**config.mk**
```make
export PLATFORM = sky130hd
export DESIGN_NAME = uart_rx
export DESIGN_NICKNAME = d
export VERILOG_FILES = /design/src/rtl/uart_pkg.sv /design/src/rtl/uart_rx_sync.sv /design/src/rtl/uart_rx.sv
export SDC_FILE = /design/constraint.sdc
export NUM_CORES = 1
export LEC_CHECK = 0
export BUFFER_PORTS_ARGS = -buffer_cell sky130_fd_sc_hd__buf_2
export CAP_MARGIN = 20
export CORE_AREA = 2 2 64 66
export DETAILED_ROUTE_END_ITERATION = 6
export DIE_AREA = 0 0 66 68
export PLACE_DENSITY_LB_ADDON = 0.3
export SETUP_SLACK_MARGIN = 0.3
export SYNTH_ARGS = -nofsm -noshare
export SYNTH_HDL_FRONTEND = slang
export SYNTH_SLANG_ARGS = --single-unit
```
**constraint.sdc**
```tcl
create_clock -name UART_RX_CLOCK_50 -period 2.2 [get_ports UART_RX_CLOCK_50]
set_input_delay 0 -clock UART_RX_CLOCK_50 [delete_from_list [all_inputs] [get_ports UART_RX_CLOCK_50]]
set_output_delay 0 -clock UART_RX_CLOCK_50 [all_outputs]
set_load 0.005 [all_outputs]
```
**src/rtl/uart_pkg.sv**
```systemverilog
// Shared UART definitions: FSM state encoding, baud presets and frame bit levels.
package uart_pkg;

    typedef enum logic [2:0] {
        ST_IDLE  = 3'd0,
        ST_START = 3'd1,
        ST_DATA  = 3'd2,
        ST_STOP  = 3'd3,
        ST_BREAK = 3'd4
    } uart_state_e;

    // Clock cycles per bit with a 50 MHz system clock.
    localparam int CLKS_PER_BIT_9600   = 5208;
    localparam int CLKS_PER_BIT_115200 = 434;

    localparam logic START_BIT = 1'b0;
    localparam logic STOP_BIT  = 1'b1;

endpackage

```
**src/rtl/uart_rx_sync.sv**
```systemverilog
// Two-flop synchronizer for a single asynchronous input; reset value is chosen
// so the output reads as the input's idle level while in reset.
module uart_rx_sync #(
    parameter logic RESET_VAL = 1'b1
) (
    input  logic clk_i,
    input  logic rst_ni,
    input  logic async_i,
    output logic sync_o
);

    logic meta_q;
    logic sync_q;

    always_ff @(posedge clk_i or negedge rst_ni) begin
        if (!rst_ni) begin
            meta_q <= RESET_VAL;
            sync_q <= RESET_VAL;
        end else begin
            meta_q <= async_i;
            sync_q <= meta_q;
        end
    end

    assign sync_o = sync_q;

endmodule

```
**src/rtl/uart_rx.sv**
```systemverilog
// 8N1 UART receiver: mid-bit sampling from a half-bit start check, LSB first,
// one-cycle newData / frameError strobes, and a BREAK state for a held-low line.
module uart_rx
    import uart_pkg::*;
#(
    parameter int DATAWIDTH_BUS = 8,
    parameter int STATE_SIZE    = 3,
    parameter int CLKS_PER_BIT  = CLKS_PER_BIT_9600,
    parameter int COUNT_WIDTH   = 16
) (
    input  logic                     UART_RX_CLOCK_50,
    input  logic                     UART_RX_RESET_InLow,
    input  logic                     UART_RX_rx_In,
    output logic [DATAWIDTH_BUS-1:0] UART_RX_data_Out,
    output logic                     UART_RX_newData_Out,
    output logic                     UART_RX_frameError_Out,
    output logic                     UART_RX_rxBusy_Out,
    output logic [STATE_SIZE-1:0]    UART_RX_state_Out
);

    localparam int IDX_W = $clog2(DATAWIDTH_BUS + 1);
    localparam logic [COUNT_WIDTH-1:0] HALF_TC = COUNT_WIDTH'(CLKS_PER_BIT / 2 - 1);
    localparam logic [COUNT_WIDTH-1:0] BIT_TC  = COUNT_WIDTH'(CLKS_PER_BIT - 1);
    localparam logic [IDX_W-1:0]       LAST_IDX = IDX_W'(DATAWIDTH_BUS - 1);

    logic rx_sync;

    uart_rx_sync #(
        .RESET_VAL(STOP_BIT)
    ) u_sync (
        .clk_i  (UART_RX_CLOCK_50),
        .rst_ni (UART_RX_RESET_InLow),
        .async_i(UART_RX_rx_In),
        .sync_o (rx_sync)
    );

    uart_state_e              state_q;
    logic [COUNT_WIDTH-1:0]   cnt_q;
    logic [COUNT_WIDTH-1:0]   cnt_d;
    logic [IDX_W-1:0]         bit_idx_q;
    logic [DATAWIDTH_BUS-1:0] shift_q;
    logic [DATAWIDTH_BUS-1:0] data_q;
    logic                     new_data_q;
    logic                     frame_err_q;

    assign cnt_d = cnt_q + COUNT_WIDTH'(1);

    always_ff @(posedge UART_RX_CLOCK_50 or negedge UART_RX_RESET_InLow) begin
        if (!UART_RX_RESET_InLow) begin
            state_q     <= ST_IDLE;
            cnt_q       <= '0;
            bit_idx_q   <= '0;
            shift_q     <= '0;
            data_q      <= '0;
            new_data_q  <= 1'b0;
            frame_err_q <= 1'b0;
        end else begin
            new_data_q  <= 1'b0;
            frame_err_q <= 1'b0;
            case (state_q)
                ST_IDLE: begin
                    if (rx_sync == START_BIT) begin
                        state_q <= ST_START;
                        cnt_q   <= '0;
                    end
                end
                ST_START: begin
                    // A start bit must still be low half a bit in, else it was a glitch.
                    if (cnt_q == HALF_TC) begin
                        if (rx_sync == START_BIT) begin
                            state_q   <= ST_DATA;
                            cnt_q     <= '0;
                            bit_idx_q <= '0;
                        end else begin
                            state_q <= ST_IDLE;
                        end
                    end else begin
                        cnt_q <= cnt_d;
                    end
                end
                ST_DATA: begin
                    if (cnt_q == BIT_TC) begin
                        cnt_q     <= '0;
                        shift_q   <= {rx_sync, shift_q[DATAWIDTH_BUS-1:1]};
                        bit_idx_q <= bit_idx_q + IDX_W'(1);
                        if (bit_idx_q == LAST_IDX) begin
                            state_q <= ST_STOP;
                        end
                    end else begin
                        cnt_q <= cnt_d;
                    end
                end
                ST_STOP: begin
                    // Leaving at mid-stop-bit leaves half a bit to catch a back-to-back start.
                    if (cnt_q == BIT_TC) begin
                        cnt_q <= '0;
                        if (rx_sync == STOP_BIT) begin
                            data_q     <= shift_q;
                            new_data_q <= 1'b1;
                            state_q    <= ST_IDLE;
                        end else begin
                            frame_err_q <= 1'b1;
                            state_q     <= ST_BREAK;
                        end
                    end else begin
                        cnt_q <= cnt_d;
                    end
                end
                ST_BREAK: begin
                    if (rx_sync == STOP_BIT) begin
                        state_q <= ST_IDLE;
                    end
                end
                default: begin
                    state_q <= ST_IDLE;
                end
            endcase
        end
    end

    assign UART_RX_data_Out       = data_q;
    assign UART_RX_newData_Out    = new_data_q;
    assign UART_RX_frameError_Out = frame_err_q;
    assign UART_RX_rxBusy_Out     = (state_q != ST_IDLE);
    assign UART_RX_state_Out      = STATE_SIZE'(state_q);

endmodule

```
=== Word level (Yosys, flattened, before mapping) ===
Cells that the tools add are included.

* Output and inout port bits: 14
* Bits in registers: 43
* Input port bits: 3
* Logic and storage cells: 57

* Eq/ne operators: 14
* Reductions and logical operators: 9
* Multiplexer cells: 23
* Add/subtract/negate cells: 2

{| class="wikitable"
|+ Operator list
! operator !! number
|-
| $mux W16 || 3
|-
| $pmux W16 S3 || 1
|-
| $mux W3 || 7
|-
| $add A16 B1 Y16 const B || 1
|-
| $eq A16 B12 Y1 const B || 1
|-
| $eq A16 B13 Y1 const B || 1
|-
| $pmux W3 S5 || 1
|-
| $mux W4 || 3
|-
| $ne A2 B2 Y1 const B || 6
|-
| $pmux W4 S2 || 1
|-
| $eq A3 B2 Y1 const B || 2
|-
| $mux W1 || 6
|-
| $reduce_and A6 Y1 || 1
|-
| $reduce_bool A3 Y1 || 2
|-
| $add A4 B1 Y4 const B || 1
|-
| $eq A4 B3 Y1 const B || 1
|-
| $reduce_and A4 Y1 || 1
|-
| $eq A3 B1 Y1 const B || 1
|-
| $eq A3 B3 Y1 const B || 1
|-
| $logic_not A3 Y1 || 1
|-
| $reduce_and A3 Y1 || 1
|-
| $mux W2 || 1
|-
| $ne A2 B1 Y1 const B || 1
|-
| $reduce_and A2 Y1 || 1
|-
| 2 further kinds || 2
|}

=== Longest topological paths before layout ===
Gate-level depths: netlist (run 1).

* Depth after elaboration: 4
* Gate-level depth with buffers: 7
* Mapped depth without buffers: 6

=== Hierarchy ===
A second synthesis (run 1) with hierarchy kept.

* Cells, all modules: 210
* Area total of the unflattened synthesis: 2,267.2 µm²

{| class="wikitable"
|+ Modules (own cells, without submodules)
! module !! area an instance (µm²) !! cells each !! times used !! seq. area each (µm²)
|-
| uart_rx || 2,214.6 || 208 || 1 || 1,026.0
|-
| uart_rx_sync || 52.6 || 2 || 1 || 52.6
|}

=== Worst setup path after synthesis (run 1) ===
Ideal clock, no wire load.

* Path kind: flip-flop to flip-flop
* Start: register cnt_q[0]
* End: register data_q[0], in the netlist UART_RX_data_Out[0]
* Library setup time: 125 ps
* Clock period less this slack: 1,892 ps
* Arrival time: 1,767 ps
* Path slack: 308 ps
* Data required time: 2,075 ps
* Stages on the path, launching flop included: 6
* Path buffers: 0
* Path through: dfrtp_1 > ha_1 > nor4b_4 > nand4_4 > nor2_2 > mux2_2

* Longest elaborated chain between the ends: 2

{| class="wikitable"
|+ RTL lines
! item !! line !! text
|-
| from (decl) || uart_rx.sv:38 || <nowiki>logic [COUNT_WIDTH-1:0] cnt_q;</nowiki>
|-
| from (signal assigned) || uart_rx.sv:78 || <nowiki>cnt_q <= cnt_d;</nowiki>
|-
| from (signal assigned) || uart_rx.sv:90 || <nowiki>cnt_q <= cnt_d;</nowiki>
|-
| from (signal assigned) || uart_rx.sv:106 || <nowiki>cnt_q <= cnt_d;</nowiki>
|-
| $eq A16 B13 Y1 || uart_rx.sv:95 || <nowiki>if (cnt_q == BIT_TC) begin</nowiki>
|-
| $reduce_and A3 Y1 (no source line) || -- ||
|-
| to (signal assigned) || uart_rx.sv:98 || <nowiki>data_q <= shift_q;</nowiki>
|-
| to (decl) || uart_rx.sv:42 || <nowiki>logic [DATAWIDTH_BUS-1:0] data_q;</nowiki>
|}

No other way between the ends.
A chain may end at the register's enable or synchronous reset.

=== Worst setup path after layout (run 1) ===
* Start: register cnt_q[1]
* End: register cnt_q[8]

* Longest elaborated chain between the ends: 3
* Elaborated cells between the ends (all ways): 6
* Classes of those cells: add/sub (1); eq/ne (2); mux (3)

{| class="wikitable"
|+ RTL lines
! item !! line !! text
|-
| $add A16 B1 Y16 (tied with other cells) || uart_rx.sv:46 || <nowiki>assign cnt_d = cnt_q + COUNT_WIDTH'(1);</nowiki>
|-
| $mux W16, on equally long branches || uart_rx.sv:82, uart_rx.sv:95, uart_rx.sv:69 ||
|-
| $pmux W16 S3 (*) || uart_rx.sv:60 || <nowiki>case (state_q)</nowiki>
|}

Mark *: on every way between the ends. The rest lies on a longest branch, timed or not.

==> results_dict.tcl, run 1 <==
set metrics [dict create \
    outcome "finished clean" \
    hold_depth 2 \
    first_pass_iters 6 \
    seq_area_frac_synth_pct 49.9 \
    setup_tns_ns 0 \
    clock.fmax_mhz 529 \
    powerDensity_mw_per_mm2 522 \
    ys_ff_latch 43 \
    synth.distinct_cells 46 \
    r2r-start "cnt_q[1]$_DFFE_PN0P_" \
    finalWorstSetupSlack_ns 0.310 \
    drive_gt1_share_pct 34.5 \
    dp_hpwl_um 2910 \
    syn-num-nets 194 \
    place.gp.congestion 0.928 \
    syn-cell-area_mm2 0.00216 \
    hold_viol_final 0 \
    post-route-drc-count 0 \
    first_global_vias 1544 \
    vias_per_cell 6.18 \
    wire_per_inst_um 16.6 \
    ys_warn_count 0 \
    worstHoldEndpoint "u_sync.meta_q$_DFF_PN1_" \
    fin_crit_sh_pct 85.9 \
    path_cells "ha_4 > nor4b_4 > nand4_4 > o2bb2ai_4 > buf_4 > a21oi_1 > a31oi_1" \
    arrival_ns 2.06 \
    grt_pass1_wl_um 7270 \
    hold_path_startpoint "UART_RX_rx_In" \
    maxSlewViolCount 0 \
    cts_made_buffers 5 \
    die_y_um 68 \
    irDropWorstVdd_v 0.000428 \
    async_reset_ff_share_pct 100 \
    cts_tree "built" \
    rrSetupSlack_ns 0.31 \
    clock_skew_ns 0.00517 \
    worst_pin_slew_ns 0.922 \
    dp_cells 251 \
    vias 1669 \
    cp.required_ns 2.37 \
    synth-edff-count 0 \
    clk_pin_slew_worst_paths_ns 0.08 \
    drt_iter0_drc 134 \
    dieArea_mm2 0.00449 \
    netlist.area_leader.share_pct 47.4 \
    synthFlopType "dfrtp_1" \
    r2r_end "cnt_q[8]$_DFFE_PN0P_" \
    yosys.area.top_type "dfrtp_1" \
    design.core.area_mm2 0.00386 \
    antenna_found_initial 0 \
    wl_um 4500 \
    die_x_um 66 \
    pin_count 17 \
    hp-class "in -> reg" \
    slew_headroom_pct 38.5 \
    crit_type "reg -> reg" \
    r2r_cells 7 \
    htreeDepth 2 \
    synthToLayoutAreaGrowth_pct 15.3 \
    rsz0062_at_grt "true" \
    startpoint "cnt_q[1]$_DFFE_PN0P_" \
    ctsLongestPathBuffers 2 \
    syn_avg_cell_area_um2 11.4 \
    cpMaxStageDelayCell "dfrtp_1" \
    p_leak_nw 1.20 \
    end_kind "register" \
    setup_violations 0 \
    grt_usage_pct 21.6 \
    rows 23 \
    finalCriticalPeriod_ns 1.89 \
    dp_slack_ns 0.0379 \
    port_buffers 16 \
    fin_cells 270 \
    antenna_cells 0 \
    drtAntennaViolNets 0 \
    cp-start-kind "register" \
    grt_max_degree 44 \
    p_total_w 0.00130 \
    synthCells 189 \
    gr-total-overflow 0 \
    maxCapViolations 0 \
    fillers 309 \
    crit_fanout 7 \
    layout.nets 224 \
    slowest_delay_ns 0.40 \
    clock_sinks 43 \
    initial_core_util_pct 56.1 \
    root_buffer "clkbuf_8" \
    insertion_delay_ns 0.29 \
    synthTopCellsByArea "dfrtp_1 (47%), mux2_2 (8.8%), nand2_1 (2.9%)" \
]
## how the worst max path moves through the flow
stage | slack [ns] | to | depth (start not counted)
CTS | 0.29 | bit_idx_q[3]$_DFFE_PN0P_ | 6
global route | 0.24 | bit_idx_q[2]$_DFFE_PN0P_ | 6
floorplan | 0.31 | UART_RX_data_Out[0]$_DFFE_PN0P_ | 5
finish | 0.31 | cnt_q[8]$_DFFE_PN0P_ | 7
global placement | 0.16 | UART_RX_data_Out[1]$_DFFE_PN0P_ | 5
detailed placement | 0.04 | UART_RX_data_Out[6]$_DFFE_PN0P_ | 5
## sequential cells by signal, indices dropped and copies added (netlist names)
| signal | cells |
|---|---|
| cnt_q | 16 |
| u_sync.sync_o | 1 |
| UART_RX_state_Out | 3 |
| bit_idx_q | 4 |
| shift_q | 8 |
| UART_RX_data_Out | 8 |
| UART_RX_newData_Out | 1 |
| UART_RX_frameError_Out | 1 |
| u_sync.meta_q | 1 |
## per-stage QoR
| step | utilization, % | cell area (um^2) | hold WS, ns |
|---|---|---|---|
| 2_1_floorplan | - | 2160 | -0.296 |
| 3_3_place_gp | 58.8 | 2270 | 0.109 |
| 3_5_place_dp | 58.8 | 2270 | 0.107 |
| 4_1_cts | 62.8 | 2420 | 0.347 |
| 5_1_grt | 64.7 | 2490 | 0.337 |
| 6_report | 64.7 | 2490 | 0.349 |
## layout make-up
class | instances | area, um^2 | share of cell area [%]
clock inverter | 2 | 12.5 | 0.502
timing repair buffer | 30 | 194 | 7.77
sequential | 43 | 1080 | 43.4
inverter | 1 | 3.75 | 0.150
tap | 50 | 62.6 | 2.51
multi-input combinational | 138 | 1070 | 42.8
clock buffer | 6 | 72.6 | 2.91
## logic make-up after synthesis
logic type               count (synthesis)  synth area share [%]
multiplexers                            17                  8.85
AO/OA/AOI/OAI                           39                  13.1
buffers and inverters                    8                  3.06
AND/OR/NAND/NOR                         73                  21.1
adder cells (fa/ha/maj)                  2                  1.16
flip-flops                              43                  49.9
XOR/XNOR                                 7                  2.83
## power breakdown
group | internal [W] | switching, W | leakage (nW)
registers | 0.000793 | 0.00000311 | 0.574
clock network | 0.000222 | 0.000261 | 0.0412
logic | 0.00000605 | 0.0000168 | 0.585
## critical path: cells and delay by family, from the launching register on
family | cells | cell delay (ns)
AND/OR/NAND/NOR | 2 | 0.51
AO/OA/AOI/OAI | 3 | 0.49
flip-flops | 1 | 0.40
buffers and inverters | 1 | 0.18
adder cells (fa/ha/maj) | 1 | 0.17
## repair_timing
item | in CTS | in global routing
pin swaps | 4 | 5
resized for setup | 4 | 10
hold buffers | 2 | 0
cloned | 0 | 0
setup endpoints to repair | 36 | 33
endpoints found under the hold margin | 42 | 0
buffers inserted | 3 | 6
## per-layer routing
metal  track usage, %  part of all wire, %  up-vias
met4             9.18                  2.5        0
met3             5.43                  6.9       12
met1             27.6                   42      810
met2             35.1                   49       79
met5                0                    0        -
li1                 -                    -      768
## synth_stat cells (3+ instances only)
library cell / n
and4bb_2: 4
xor2_1: 6
a22o_1: 6
a31oi_1: 7
a21oi_1: 8
o21ai_0: 5
nand2_1: 17
and3_1: 5
a221o_1: 3
buf_4: 3
nand3_1: 9
nand4_1: 4
nor3_1: 6
nor2_1: 12
mux2_2: 17
dfrtp_1: 41
## placed cells by master (no fill, tap or decap), types with 2 or more instances in the layout
cell	n
nor3b_1	2
and4_1	2
a31oi_1	7
and3_1	5
xor2_1	6
dfstp_2	2
clkbuf_8	5
a22o_2	2
dlygate4sd3_1	2
buf_4	11
nand3_1	9
a221o_1	3
o21ai_0	4
dfrtp_2	3
nand2_1	17
mux2_2	17
dfrtp_1	38
nor2_4	2
nand4_1	4
buf_2	16
a21oi_1	8
and4bb_2	4
a22o_1	6
nor2_1	12
nor3_1	6
Power figures use the tool's default switching activity.
==> run 2, diff against run 1 <==
--- a/config.mk
+++ b/config.mk
@@ -10,7 +10,7 @@
 export CORE_AREA = 2 2 64 66
 export DETAILED_ROUTE_END_ITERATION = 6
 export DIE_AREA = 0 0 66 68
-export PLACE_DENSITY_LB_ADDON = 0.3
+export PLACE_DENSITY = 0.74
 export SETUP_SLACK_MARGIN = 0.3
 export SYNTH_ARGS = -nofsm -noshare
 export SYNTH_HDL_FRONTEND = slang
==> results_dict.tcl, run 2 (synthesized netlist as in run 1, its figures left out) <==
set metrics [dict create \
    gr-total-overflow 0 \
    powerDensity_mw_per_mm2 509 \
    cts_tree "built" \
    synthToLayoutAreaGrowth_pct 19.0 \
    grt_usage_pct 22.3 \
    drive_gt1_share_pct 36.9 \
    rsz0062_at_grt "true" \
    setup_tns_ns 0 \
    rows 23 \
    largest_reg_flops 16 \
    setup_violations 0 \
    wire_per_inst_um 17.1 \
    irDropWorstVdd_v 0.000492 \
    post-route-drc-count 0 \
    fin_area_mm2 0.00257 \
    dp_slack_ns 0.135 \
    fillers 308 \
    final_cell_mix "dfrtp_1 (40), nand2_1 (17), buf_2 (16)" \
    grt_max_degree 44 \
    clk_pin_slew_worst_paths_ns 0.08 \
    first_global_vias 1609 \
    slew_headroom_pct 39.1 \
    insertion_delay_ns 0.29 \
    arrival_ns 2.12 \
    design.core.area_mm2 0.00386 \
    place.gp.congestion 0.890 \
    cp-start-kind "register" \
    dp_hpwl_um 3010 \
    layout.nets 229 \
    clock_skew_ns 0.00797 \
    final_common_cell "dfrtp_1" \
    maxSlewViolCount 0 \
    wl_um 4700 \
    drtAntennaViolNets 0 \
    regArea_mm2 0.00108 \
    htreeDepth 2 \
    ctsLongestPathBuffers 2 \
    top_layer_used "met4" \
    grt_pass1_wl_um 7430 \
    dieArea_mm2 0.00449 \
    clock_sinks 43 \
    root_buffer "clkbuf_8" \
    pin_count 17 \
    die_y_um 68 \
    hp-class "in -> reg" \
    vias_per_cell 6.00 \
    hold_viol_final 0 \
    die_x_um 66 \
    whs_ns 0.356 \
    fin_crit_sh_pct 87.9 \
    finalWorstSetupSlack_ns 0.266 \
    regMostFlops "cnt_q" \
    wl_met1_um 1970 \
    cts_made_buffers 5 \
    outcome "finished clean" \
    met3_length_um 257 \
    cp.required_ns 2.38 \
    drt_iter0_drc 110 \
    wl_met2_um 2370 \
    maxCapViolations 0 \
    initial_core_util_pct 56.1 \
    antenna_found_initial 0 \
    end_kind "register" \
    finalCriticalPeriod_ns 1.93 \
    worst_pin_slew_ns 0.913 \
    crit_fanout 8 \
    multi_input_comb_area_mm2 0.00111 \
    dpl_cell_area_mm2 0.00230 \
    clock.fmax_mhz 517 \
    crit_type "reg -> reg" \
    first_pass_iters 4 \
    utilization_pct 66.7 \
    p_leak_nw 1.24 \
    port_buffers 16 \
    vias 1650 \
    antenna_cells 0 \
]
==> run 2: changes by cell type in the layout (fill, tap and decap cells not counted), moves of 2 or more <==
cell	previous run	this run
mux2_4	0	5
dfrtp_2	3	1
buf_6	1	3
dfrtp_1	38	40
a21oi_2	0	2
a21oi_1	8	6
nor2_2	0	2
buf_4	11	13
mux2_2	17	12
==> run 2: area by class of cell <==
type	count	area share [%]
timing repair buffer	34	8.99
inverter	1	0.146
clock buffer	5	2.67
sequential	43	42.0
tap	50	2.43
clock inverter	3	0.778
multi-input combinational	139	43.0
==> run 2: timing repair <==
item | CTS | global route
buffers inserted | 7 | 2
pin swaps | 4 | 12
endpoints found under the hold margin | 42 | 0
setup endpoints to repair | 28 | 35
resized for setup | 3 | 19
hold buffers | 2 | 0
cloned | 0 | 1
==> run 2: power breakdown <==
group          switching, W  internal, W
Combinational     0.0000172   0.00000724
Clock              0.000269     0.000221
Sequential       0.00000314     0.000793
==> run 2: layer usage <==
layer	GRT usage [%]	vias up
met5	0	-
met4	8.42	0
met3	5.76	9
met2	37.4	46
met1	28.0	814
li1	-	781
==> run 2: critical path, stage by stage, from the launching register on <==
cell       delay [ns]
dfrtp_1          0.51
nor3b_2          0.36
nand4_4          0.26
o2bb2ai_4        0.22
buf_6            0.14
buf_6            0.12
a22o_1           0.20
==> run 2: metrics by stage <==
step           std cells  power [W]
2_1_floorplan        189   0.000818
3_3_place_gp         255   0.000831
3_5_place_dp         255   0.000832
4_1_cts              272    0.00132
5_1_grt              275    0.00136
6_report             275    0.00131
==> run 2: final timing paths <==
kind,depth (start not counted),startpoint,slack (ns),endpoint
hold / removal,2,UART_RX_rx_In,0.36,u_sync.meta_q$_DFF_PN1_
setup / recovery,6,cnt_q[6]$_DFFE_PN0P_,0.27,cnt_q[12]$_DFFE_PN0P_
min in group asynchronous,2,UART_RX_RESET_InLow,0.37,UART_RX_state_Out[2]$_DFFE_PN0P_
setup reg to reg,6,cnt_q[6]$_DFFE_PN0P_,0.27,cnt_q[12]$_DFFE_PN0P_
max in group asynchronous,2,UART_RX_RESET_InLow,1.20,cnt_q[13]$_DFFE_PN0P_
hold reg to reg,0,u_sync.meta_q$_DFF_PN1_,0.36,u_sync.sync_o$_DFF_PN1_
==> run 3, diff against run 2 <==
--- a/config.mk
+++ b/config.mk
@@ -7,10 +7,10 @@
 export LEC_CHECK = 0
 export BUFFER_PORTS_ARGS = -buffer_cell sky130_fd_sc_hd__buf_2
 export CAP_MARGIN = 20
-export CORE_AREA = 2 2 64 66
+export CORE_AREA = 2 2 86 80
 export DETAILED_ROUTE_END_ITERATION = 6
-export DIE_AREA = 0 0 66 68
-export PLACE_DENSITY = 0.74
+export DIE_AREA = 0 0 88 82
+export PLACE_DENSITY = 0.48
 export SETUP_SLACK_MARGIN = 0.3
 export SYNTH_ARGS = -nofsm -noshare
 export SYNTH_HDL_FRONTEND = slang
==> results_dict.tcl, run 3 (synthesized netlist as in run 1, its figures left out) <==
set metrics [dict create \
    place.gp.congestion 0.840 \
    gr-total-overflow 0 \
    crit_type "reg -> reg" \
    r2r_end "cnt_q[6]$_DFFE_PN0P_" \
    worst_pin_slew_ns 0.419 \
    rows 28 \
    clock.fmax_mhz 517 \
    grt_pass1_wl_um 8100 \
    p_int_w 0.00106 \
    design.core.area_mm2 0.00634 \
    drive_gt1_share_pct 39.7 \
    layout.nets 241 \
    synthToLayoutAreaGrowth_pct 28.3 \
    startpoint "cnt_q[1]$_DFFE_PN0P_" \
    dp_cells 299 \
    irDropWorstVdd_v 0.000291 \
    cp.required_ns 2.39 \
    root_buffer "clkbuf_8" \
    maxCapViolations 0 \
    hp-class "in -> async" \
    htreeDepth 2 \
    first_global_vias 1603 \
    path_cells "ha_2 > nor4b_4 > buf_4 > and4_4 > o2bb2ai_4 > and3_4 > a221o_1" \
    final_common_cell "dfrtp_1" \
    dp_hpwl_um 3180 \
    maxSlewViolCount 0 \
    outcome "finished clean" \
    cp_num_cells 7 \
    rsz0062_at_grt "true" \
    powerDensity_mw_per_mm2 495 \
    setup_tns_ns 0 \
    antenna_found_initial 0 \
    seqPwrFrac_pct 58.0 \
    vias 1659 \
    clk_pin_slew_worst_paths_ns 0.09 \
    fin_crit_sh_pct 87.9 \
    r2r_cells 7 \
    die_y_um 82 \
    antenna_cells 0 \
    hold_viol_final 0 \
    cts_tree "built" \
    p_comb_share_pct 2.1 \
    fin_cells 327 \
    clock_sinks 43 \
    arrival_ns 2.12 \
    cp-start-kind "register" \
    largest_reg_flops 16 \
    rrSetupSlack_ns 0.27 \
    wire_per_inst_um 15.2 \
    utilization_pct 43.8 \
    crit_fanout 6 \
    finalCriticalPeriod_ns 1.93 \
    fillers 603 \
    whs_ns 0.103 \
    setup_violations 0 \
    r2r-start "cnt_q[1]$_DFFE_PN0P_" \
    slowest_delay_ns 0.37 \
    pin_count 17 \
    first_pass_iters 4 \
    ctsLongestPathBuffers 2 \
    final_cell_mix "dfrtp_1 (40), buf_4 (24), nand2_1 (17)" \
    post-route-drc-count 0 \
    cpLargestDelayFamily "simple AND/OR/NAND/NOR gates" \
    power.switching_w 0.000313 \
    die_x_um 88 \
    grt_max_degree 44 \
    drtAntennaViolNets 0 \
    cts_made_buffers 5 \
    dieArea_mm2 0.00722 \
    clock_skew_ns 0.00599 \
    swShare_pct 22.8 \
    initial_core_util_pct 34.1 \
    port_buffers 16 \
    wl_um 4980 \
    grt_usage_pct 14.7 \
    end_kind "register" \
    insertion_delay_ns 0.30 \
    vias_per_cell 5.07 \
    drt_iter0_drc 97 \
    clock_power_share_pct 39.9 \
    p_leak_nw 1.32 \
    regMostFlops "cnt_q" \
    slew_headroom_pct 72.0 \
    crit_buf_inv 1 \
    crit_end "cnt_q[6]$_DFFE_PN0P_" \
    cpMaxStageDelayCell "dfrtp_1" \
]
==> run 3: cell count changes in the layout (fill, tap and decap cells not counted), sizes merged <==
cell | before | now
o2bb2ai | 1 | 2
buf | 32 | 44
clkbuf | 5 | 6
nor2 | 15 | 14
clkinvlp | 2 | 0
inv | 1 | 2
==> run 3: power groups by stage <==
stage | logic (W) | registers [W] | clock network, W
2_1_floorplan | 0.00000796 | 0.000810 | 0
3_3_place_gp | 0.0000217 | 0.000812 | 0
3_5_place_dp | 0.0000216 | 0.000812 | 0
4_1_cts | 0.0000265 | 0.000796 | 0.000557
5_1_grt | 0.0000342 | 0.000797 | 0.000593
6_report | 0.0000292 | 0.000796 | 0.000548
==> run 3: area by class of cell <==
class,instances,area [um^2],area share [%]
Timing Repair Buffer,46,343,12.3
Tap cell,90,113,4.06
Inverter,1,3.75,0.135
Sequential cell,43,1080,38.9
Clock buffer,6,82.6,2.97
Multi-Input combinational cell,139,1140,41.1
Clock inverter,2,13.8,0.496
==> run 3: stage by stage <==
step | area, um^2 | setup slack [ns] | total power (W)
global placement | 2380 | 0.133 | 0.000833
global route | 2780 | 0.190 | 0.00142
finish | 2780 | 0.267 | 0.00137
floorplan | 2160 | 0.308 | 0.000818
CTS | 2610 | 0.278 | 0.00138
detailed placement | 2380 | 0.0946 | 0.000833
==> run 3: what timing repair did <==
| action | CTS | global route |
|---|---|---|
| pin swaps | 7 | 5 |
| gates cloned | 1 | 0 |
| hold buffers | 2 | 0 |
| setup buffers | 9 | 7 |
| endpoints found under the hold margin | 42 | 0 |
| endpoints found under the setup margin | 33 | 35 |
| gates resized for setup | 6 | 23 |
==> run 3: worst min path at each step <==
stage	endpoint	slack, ns	depth (start not counted)
3_5_place_dp	u_sync.meta_q$_DFF_PN1_	0.11	1
6_report	cnt_q[0]$_DFFE_PN0P_	0.10	2
3_3_place_gp	u_sync.meta_q$_DFF_PN1_	0.11	1
4_1_cts	u_sync.meta_q$_DFF_PN1_	0.34	2
2_1_floorplan	UART_RX_data_Out[0]$_DFFE_PN0P_	-0.30	0
5_1_grt	cnt_q[0]$_DFFE_PN0P_	0.12	2
==> run 3: routing by layer <==
layer | up-vias | track usage [%] | share of wire [%]
met5 | - | 0 | 0
met4 | 0 | 5.08 | 1.3
met3 | 8 | 3.12 | 3.8
met2 | 28 | 22.0 | 43
met1 | 819 | 21.0 | 52
li1 | 804 | - | -
